==> src/rtl/bpu_update_scheduler_if.sv <==
// Branch-resolution update bus between the Memory stage, the update scheduler
// and the single-write-port predictor tables.
interface bpu_update_scheduler_if #(
    parameter int PC_W  = 9,
    parameter int IDX_W = 6
);
    logic             m_valid1;
    logic             m_taken1;
    logic [PC_W-1:0]  m_pc1;
    logic [PC_W-1:0]  m_target1;
    logic             m_valid2;
    logic             m_taken2;
    logic [PC_W-1:0]  m_pc2;
    logic [PC_W-1:0]  m_target2;

    logic             q_full;
    logic             init_busy;
    logic             upd_dropped;
    logic             wr_en;
    logic             wr_clear;
    logic [IDX_W-1:0] wr_index;
    logic             wr_taken;
    logic [PC_W-1:0]  wr_target;

    modport master (
        output m_valid1, m_taken1, m_pc1, m_target1,
        output m_valid2, m_taken2, m_pc2, m_target2,
        input  q_full, init_busy, upd_dropped,
        input  wr_en, wr_clear, wr_index, wr_taken, wr_target
    );

    modport slave (
        input  m_valid1, m_taken1, m_pc1, m_target1,
        input  m_valid2, m_taken2, m_pc2, m_target2,
        output q_full, init_busy, upd_dropped,
        output wr_en, wr_clear, wr_index, wr_taken, wr_target
    );
endinterface

==> src/rtl/bpu_update_scheduler.sv <==
// Clears the predictor tables after reset, then serialises up to two resolved
// branch updates per cycle onto the single table write port in program order.
module bpu_update_scheduler #(
    parameter int DEPTH = 4,
    parameter int PC_W  = 9,
    parameter int IDX_W = 6
) (
    input  logic                    clk,
    input  logic                    reset,
    bpu_update_scheduler_if.slave   bus
);
    localparam int PTR_W = $clog2(DEPTH);
    localparam int CNT_W = PTR_W + 1;
    localparam logic [IDX_W-1:0] LAST_IDX = '1;

    typedef enum logic {S_INIT, S_RUN} state_t;

    typedef struct packed {
        logic             taken;
        logic [IDX_W-1:0] index;
        logic [PC_W-1:0]  target;
    } entry_t;

    state_t           state;
    logic [IDX_W-1:0] init_cnt;
    logic [PTR_W-1:0] rd_ptr, wr_ptr;
    logic [CNT_W-1:0] count;
    entry_t           mem [DEPTH];

    entry_t           slot1, slot2, first_ent, head;
    logic             pop, drop;
    logic [CNT_W-1:0] free;
    logic [1:0]       n_req, n_acc;

    // Only the table index bits of the PC address the predictor.
    logic unused_pc_hi;
    assign unused_pc_hi = ^{bus.m_pc1, bus.m_pc2};

    // NOTE: every variable assigned in always_comb gets a default first so no latch is inferred.
    always_comb begin
        slot1     = '{taken: bus.m_taken1, index: bus.m_pc1[IDX_W-1:0], target: bus.m_target1};
        slot2     = '{taken: bus.m_taken2, index: bus.m_pc2[IDX_W-1:0], target: bus.m_target2};
        first_ent = bus.m_valid1 ? slot1 : slot2;
        head      = mem[rd_ptr];
        pop       = (state == S_RUN) && (count != '0);
        free      = CNT_W'(DEPTH) - count + CNT_W'(pop);
        n_req     = {1'b0, bus.m_valid1} + {1'b0, bus.m_valid2};
        n_acc     = 2'd0;
        if (n_req == 2'd2 && free >= CNT_W'(2))
            n_acc = 2'd2;
        else if (n_req != 2'd0 && free != '0)
            n_acc = 2'd1;
        drop      = (n_acc != n_req);
    end

    assign bus.q_full = (count > CNT_W'(DEPTH - 2));

    // NOTE: the payload array is deliberately not reset; count/pointers alone define validity.
    always_ff @(posedge clk) begin
        if (n_acc != 2'd0)
            mem[wr_ptr] <= first_ent;
        if (n_acc == 2'd2)
            mem[wr_ptr + PTR_W'(1)] <= slot2;
    end

    // NOTE: sequential state uses non-blocking assignments only, so every read sees pre-edge values.
    always_ff @(posedge clk or negedge reset) begin
        if (!reset) begin
            state           <= S_INIT;
            init_cnt        <= '0;
            rd_ptr          <= '0;
            wr_ptr          <= '0;
            count           <= '0;
            bus.init_busy   <= 1'b1;
            bus.upd_dropped <= 1'b0;
            bus.wr_en       <= 1'b0;
            bus.wr_clear    <= 1'b0;
            bus.wr_index    <= '0;
            bus.wr_taken    <= 1'b0;
            bus.wr_target   <= '0;
        end else begin
            rd_ptr          <= rd_ptr + PTR_W'(pop);
            wr_ptr          <= wr_ptr + PTR_W'(n_acc);
            count           <= count + CNT_W'(n_acc) - CNT_W'(pop);
            bus.upd_dropped <= drop;

            case (state)
                S_INIT: begin
                    bus.init_busy <= 1'b1;
                    bus.wr_en     <= 1'b1;
                    bus.wr_clear  <= 1'b1;
                    bus.wr_index  <= init_cnt;
                    bus.wr_taken  <= 1'b0;
                    bus.wr_target <= '0;
                    init_cnt      <= init_cnt + IDX_W'(1);
                    if (init_cnt == LAST_IDX)
                        state <= S_RUN;
                end
                S_RUN: begin
                    bus.init_busy <= 1'b0;
                    bus.wr_en     <= pop;
                    if (pop) begin
                        bus.wr_clear  <= 1'b0;
                        bus.wr_index  <= head.index;
                        bus.wr_taken  <= head.taken;
                        bus.wr_target <= head.target;
                    end
                end
                default: state <= S_INIT;
            endcase
        end
    end
endmodule

==> src/flat_wrapper.sv <==
// flat-port wrapper written by rule: the top's interface ports become plain ports
module bpu_update_scheduler_flat 
#(
    parameter int DEPTH = 4,
    parameter int PC_W  = 9,
    parameter int IDX_W = 6
)
  (clk, reset, bus_m_valid1, bus_m_taken1, bus_m_pc1, bus_m_target1, bus_m_valid2, bus_m_taken2, bus_m_pc2, bus_m_target2, bus_q_full, bus_init_busy, bus_upd_dropped, bus_wr_en, bus_wr_clear, bus_wr_index, bus_wr_taken, bus_wr_target);
  bpu_update_scheduler_if #(.PC_W(PC_W), .IDX_W(IDX_W)) bus_i ();
  input  logic clk;
  input  logic reset;
  input wire logic [$bits(bus_i.m_valid1)-1:0] bus_m_valid1;
  input wire logic [$bits(bus_i.m_taken1)-1:0] bus_m_taken1;
  input wire logic [$bits(bus_i.m_pc1)-1:0] bus_m_pc1;
  input wire logic [$bits(bus_i.m_target1)-1:0] bus_m_target1;
  input wire logic [$bits(bus_i.m_valid2)-1:0] bus_m_valid2;
  input wire logic [$bits(bus_i.m_taken2)-1:0] bus_m_taken2;
  input wire logic [$bits(bus_i.m_pc2)-1:0] bus_m_pc2;
  input wire logic [$bits(bus_i.m_target2)-1:0] bus_m_target2;
  output wire logic [$bits(bus_i.q_full)-1:0] bus_q_full;
  output wire logic [$bits(bus_i.init_busy)-1:0] bus_init_busy;
  output wire logic [$bits(bus_i.upd_dropped)-1:0] bus_upd_dropped;
  output wire logic [$bits(bus_i.wr_en)-1:0] bus_wr_en;
  output wire logic [$bits(bus_i.wr_clear)-1:0] bus_wr_clear;
  output wire logic [$bits(bus_i.wr_index)-1:0] bus_wr_index;
  output wire logic [$bits(bus_i.wr_taken)-1:0] bus_wr_taken;
  output wire logic [$bits(bus_i.wr_target)-1:0] bus_wr_target;
  assign bus_i.m_valid1 = bus_m_valid1;
  assign bus_i.m_taken1 = bus_m_taken1;
  assign bus_i.m_pc1 = bus_m_pc1;
  assign bus_i.m_target1 = bus_m_target1;
  assign bus_i.m_valid2 = bus_m_valid2;
  assign bus_i.m_taken2 = bus_m_taken2;
  assign bus_i.m_pc2 = bus_m_pc2;
  assign bus_i.m_target2 = bus_m_target2;
  assign bus_q_full = bus_i.q_full;
  assign bus_init_busy = bus_i.init_busy;
  assign bus_upd_dropped = bus_i.upd_dropped;
  assign bus_wr_en = bus_i.wr_en;
  assign bus_wr_clear = bus_i.wr_clear;
  assign bus_wr_index = bus_i.wr_index;
  assign bus_wr_taken = bus_i.wr_taken;
  assign bus_wr_target = bus_i.wr_target;
  bpu_update_scheduler #(.DEPTH(DEPTH), .PC_W(PC_W), .IDX_W(IDX_W)) u_core (.clk(clk), .reset(reset), .bus(bus_i));
endmodule
==> config.mk <==
export PLATFORM = sky130hd
export DESIGN_NAME = bpu_update_scheduler_flat
export DESIGN_NICKNAME = d
export VERILOG_FILES = /design/src/rtl/bpu_update_scheduler_if.sv /design/src/rtl/bpu_update_scheduler.sv /design/src/flat_wrapper.sv
export SDC_FILE = /design/constraint.sdc
export NUM_CORES = 1
export LEC_CHECK = 0
export BUFFER_PORTS_ARGS = -buffer_cell sky130_fd_sc_hd__buf_2
export CORE_AREA = 8 8 100 102
export CTS_CLUSTER_SIZE = 28
export DETAILED_ROUTE_END_ITERATION = 16
export DIE_AREA = 0 0 108 110
export GPL_TIMING_DRIVEN = 1
export PLACE_DENSITY = 0.82
export SLEW_MARGIN = 5
export SYNTH_ARGS = -nofsm -noshare
export SYNTH_HDL_FRONTEND = slang
export SYNTH_SLANG_ARGS = --single-unit
==> constraint.sdc <==
create_clock -name clk -period 4 [get_ports clk]
set_clock_uncertainty 0.15 [all_clocks]
set_input_delay 0.2 -clock clk [delete_from_list [all_inputs] [get_ports clk]]
set_output_delay 0.2 -clock clk [all_outputs]
set_load 0.02 [all_outputs]
# --- After elaboration in Yosys (flattened, before gate mapping) ---
# Memory sizes are Yosys's and may differ from the RTL's.
# Index checks and enable logic that the tools add are counted.
classes:
  addsub: 9
  magnitude_cmp: 2
  eq_ne: 5
  mux: 19
  bitwise: 1
  reduce_logical: 7
ops:
  columns: ["cell", "n"]
  rows:
  - ["$pmux 9 s2", 1]
  - ["$mux 16", 1]
  - ["$pmux 6 s2", 1]
  - ["$mux 1", 9]
  - ["$mux 9", 1]
  - ["$pmux 1 s2", 4]
  - ["$add 6x1->6 const B", 1]
  - ["$eq 6x6->1 const B", 1]
  - ["$mux 6", 1]
  - ["$reduce_bool 3->1", 2]
  - ["$eq 2x2->1 const B", 2]
  - ["$reduce_bool 2->1", 2]
  - ["$add 3x1->3", 1]
  - ["$add 3x2->3", 1]
  - ["$ge 3x2->1 const B", 1]
  - ["$gt 3x2->1 const B", 1]
  - ["$logic_and 1x1->1", 3]
  - ["$sub 3x1->3", 1]
  - ["$sub 3x3->3 const A", 1]
  - ["$add 1x1->2", 1]
  - ["$add 2x1->2", 1]
  - ["$add 2x1->2 const B", 1]
  - ["$add 2x2->2", 1]
  - ["$mux 2", 1]
  - ["3 further kinds", 3]
word_totals:
  regBits: 34
  ram_bits: 64
  in_bits: 42
  word_cells: 56
  mem_count: 1
memory_table:
  columns: ["memory", "words", "word_bits", "read_ports", "rd_clocked_by_memory_dff", "wr", "line_no", "rtl"]
  rows:
  - ["u_core.mem", 4, 16, 1, 0, 2, "bpu_update_scheduler.sv:28", "entry_t mem [DEPTH];"]

# --- Longest topological paths before layout ---
logic_depth:
  ltp_word: 10
  ltp_mapped: 13

# --- Least setup slack after synthesis ---
# No wires, ideal clock.
synth_path:
  path_kind: "register to register"
  from: "reg u_core.count[2]"
  to: "mem u_core.mem[2][0] (netlist name), enable pin"
  arrival_ns: 2.695
  t_required_ns: 3.455
  slack_ns: 0.760
  stages_incl_launch_ff: 10
  path_buffers: 1
  path_cell_list: "dfrtp_1 nor3_1 nand2b_1 clkinv_1 clkbuf_1 ha_1 inv_1 o31ai_1 a21o_1 o22ai_1"
synth_rtl:
  columns: ["element", "line_no", "rtl"]
  rows:
  - ["start: declaration", "bpu_update_scheduler.sv:27", "logic [CNT_W-1:0] count;"]
  - ["start signal: assignment", "bpu_update_scheduler.sv:84", "count <= count + CNT_W'(n_acc) - CNT_W'(pop);"]
  - ["end: declaration", "bpu_update_scheduler.sv:28", null]

==> results.json <==
{
  "cp.arrival_ns": 3.37,
  "max_freq_mhz": 288,
  "synth_cells": 284,
  "crit_type": "reg -> reg",
  "fin_crit_ns": 3.47,
  "hold_slack_ns": 0.0273,
  "initial_core_util": 0.557,
  "dieArea_mm2": 0.0119,
  "grtUsageTotal": 0.163,
  "min_path_type": "in -> reg",
  "ant_nets": 0,
  "fin_tns_setup_ns": 0,
  "cts_setup_buffers": 0,
  "grt_pass1_wl_um": 14700,
  "setup_viol": 0,
  "drive_gt1_frac": 0.477,
  "tightest_slew_ns": 1.08,
  "grt_overflow": 0,
  "synth_area_per_cell_um2": 16.6,
  "yosysWarnings": 0,
  "layout.nets": 400,
  "drt-total-wl_um": 9330,
  "clockBufferDepth": 2,
  "maxSlewHeadroom": 0.282,
  "rsz0062_at_grt": "false",
  "synth.ff_latch_count": 98,
  "power_leakage_uw": 0.00210,
  "syn_area_mm2": 0.00472,
  "hold_viol": 0,
  "worstPathCellList": "nor3_1 > nand2b_1 > ha_1 > inv_1 > ha_1 > xor2_2 > o31ai_1 > buf_4 > a21o_1 > o22ai_1 > buf_4",
  "cp-end-kind": "flop",
  "ys_seq_area_frac": 0.588,
  "crit_family": "compound AO/OA/AOI/OAI gates",
  "cts_max_level": 3,
  "numCtsBuffers": 9,
  "die_h_um": 110,
  "peakVddDrop_v": 0.000257,
  "grt_start_max_net_pins": 35,
  "cp-start-kind": "flop",
  "run_status": "finished clean",
  "maxCapViolCount": 0,
  "vias": 2646,
  "crit_path_max_fanout": 10,
  "synth.net_count": 337,
  "slew_viol_final": 0,
  "io_pins": 63,
  "drc_errors": 0,
  "cp_slowest_stage_delay_ns": 0.65,
  "cts_tree": "yes",
  "fp.coreArea_mm2": 0.00847,
  "antenna_found_initial": 0,
  "clock-sinks": 98,
  "vias_per_cell": 5.75,
  "grt_pass1_vias": 2867,
  "first_pass_iters": 4,
  "antennaDiodeCount": 0,
  "crit_slowest_cell": "o22ai_1",
  "dp_hpwl_um": 6040,
  "finalWeightedCongestion": 0.757,
  "fin_crit_sh": 0.867,
  "drt_iter0_drc": 156,
  "critical_path_buf_inv_count": 3,
  "syn_to_final_growth_pct": 12.9,
  "cp_data_required_time_ns": 3.90,
  "cts_root_buf": "clkbuf_8",
  "yosysUniqueCellTypes": 38,
  "rows": 34,
  "die_x_um": 108,
  "numPortBuffers": 56,
  "clk_transition_reported_paths_ns": 0.10,
  "clk_latency_ns": 0.35,
  "powerDensity_mw_per_mm2": 581,
  "avgRoutedWirePerCell_um": 20.3
}
[metal layers]
layer	share of wire	wire length, um	GRT usage	vias up
met2	0.52	4840	0.285	90
met5	0	0	0	-
li1	-	-	-	1211
met4	0.023	212	0.0803	0
met3	0.047	440	0.0297	20
met1	0.41	3840	0.190	1325
[power by group]
part	internal (uW)	switching, uW	total, uW
logic	348	500	848
registers	1460	98.2	1560
clock network	354	340	694
total	2160	938	3100
[synthesized netlist by cell type, drive strengths merged]
library cell / number / share of area
a21o: 2 / 0.0034
a221o: 6 / 0.013
a22o: 10 / 0.019
and2: 1 / 0.0013
buf: 9 / 0.017
clkbuf: 5 / 0.0040
clkinv: 1 / 0.00079
dfrtp: 33 / 0.17
dfstp: 1 / 0.0056
edfxtp: 64 / 0.41
fa: 1 / 0.0042
ha: 10 / 0.027
inv: 12 / 0.0095
mux2: 65 / 0.16
mux4: 16 / 0.076
nand2: 8 / 0.0064
nand2b: 1 / 0.0013
nand3: 3 / 0.0032
nor2: 3 / 0.0029
nor2b: 7 / 0.0093
nor3: 1 / 0.0011
o21ai: 7 / 0.015
o22ai: 4 / 0.0053
o31ai: 2 / 0.0061
xnor2: 6 / 0.011
xor2: 6 / 0.013
[cells by family after synthesis]
logic type               count (synthesis)  share of synthesized area
AO/OA/AOI/OAI                           31                     0.0615
multiplexers                            81                      0.239
adder cells (fa/ha/maj)                 11                     0.0308
flip-flops                              98                      0.588
AND/OR/NAND/NOR                         24                     0.0255
buffers and inverters                   27                     0.0313
XOR/XNOR                                12                     0.0239
[flip-flops by register name (all words and copies together), names as in the netlist]
signal and flops:
u_core.rd_ptr 2, u_core.bus.wr_clear 1, u_core.mem 64, u_core.bus.wr_en 1, u_core.init_cnt 6, u_core.bus.wr_index 6
u_core.wr_ptr 2, u_core.bus.wr_taken 1, u_core.state 1, u_core.bus.wr_target 9, u_core.bus.upd_dropped 1, u_core.bus.init_busy 1
u_core.count 3
[cell usage in the layout, fill, tap and decap left out, types with 2 or more instances in the layout]
cell type  Yosys  layout
mux4_2        16      16
buf_4          1       9
mux2_4        10      10
o21ai_0        3       3
o21ai_4        3       3
nand2_1        8       8
a22o_1        10      10
edfxtp_1      64      64
clkbuf_8       0       9
ha_1          10      10
xor2_1         5       5
inv_1         12      12
bufinv_16      0       2
nor2_1         2       2
o22ai_1        4       4
dfrtp_1       33      33
buf_2          3      56
mux2_2        54      54
nor2b_1        7       7
a221o_1        6       6
clkinv_1       1       2
nand3_1        3       3
xnor2_1        6       6
[per-stage QoR]
| step | setup slack [ns] | cells | power (uW) | area [um2] | util |
|---|---|---|---|---|---|
| 6_report | 0.532 | 460 | 3100 | 5330 | 0.630 |
| 5_1_grt | 0.302 | 460 | 3240 | 5330 | 0.630 |
| 4_1_cts | 0.510 | 460 | 3110 | 5330 | 0.630 |
| 3_5_place_dp | 0.579 | 443 | 2420 | 5100 | 0.603 |
| 3_3_place_gp | 0.635 | 443 | 2380 | 5100 | 0.603 |
| 2_1_floorplan | 0.760 | 284 | 2160 | 4720 | - |
[repair_timing]
action | CTS | global route
gates resized for setup | 0 | 0
hold buffers | 1 | 0
endpoints found under the setup margin | 0 | 0
endpoints found under the hold margin | 33 | 0
[worst reg2reg max path, delay by kind of cell, from the launching register on]
kind,cells,cell delay (ns)
AOI/OAI and AO/OA,3,0.95
buffers and inverters,3,0.54
and+or+nand+nor,2,0.47
DFF,1,0.42
adders and majority gates,2,0.35
xor gates and xnor gates,1,0.28
[layout make-up]
class,instances,area [um2]
Fill cell,641,3140
Sequential cell,98,2770
Multi-Input combinational cell,159,1800
Timing Repair Buffer,66,358
Tap cell,108,135
Clock buffer,10,128
Clock inverter,6,88.8
Inverter,13,48.8
[final timing paths]
check,startpoint,to,slack (ns),cells after the start
worst max-delay path,u_core.count[0],u_core.mem[0][5],0.53,11
worst min-delay path,bus_m_target1[8],u_core.mem[3][8],0.03,2
worst min register to register,u_core.bus.wr_clear,u_core.bus.wr_clear,0.34,2
max in group asynchronous,reset,u_core.rd_ptr[1],2.88,2
min in group asynchronous,reset,u_core.count[0],0.32,2
worst max register to register,u_core.count[0],u_core.mem[0][5],0.53,11
No activity file was read; power rests on OpenSTA's default activity.
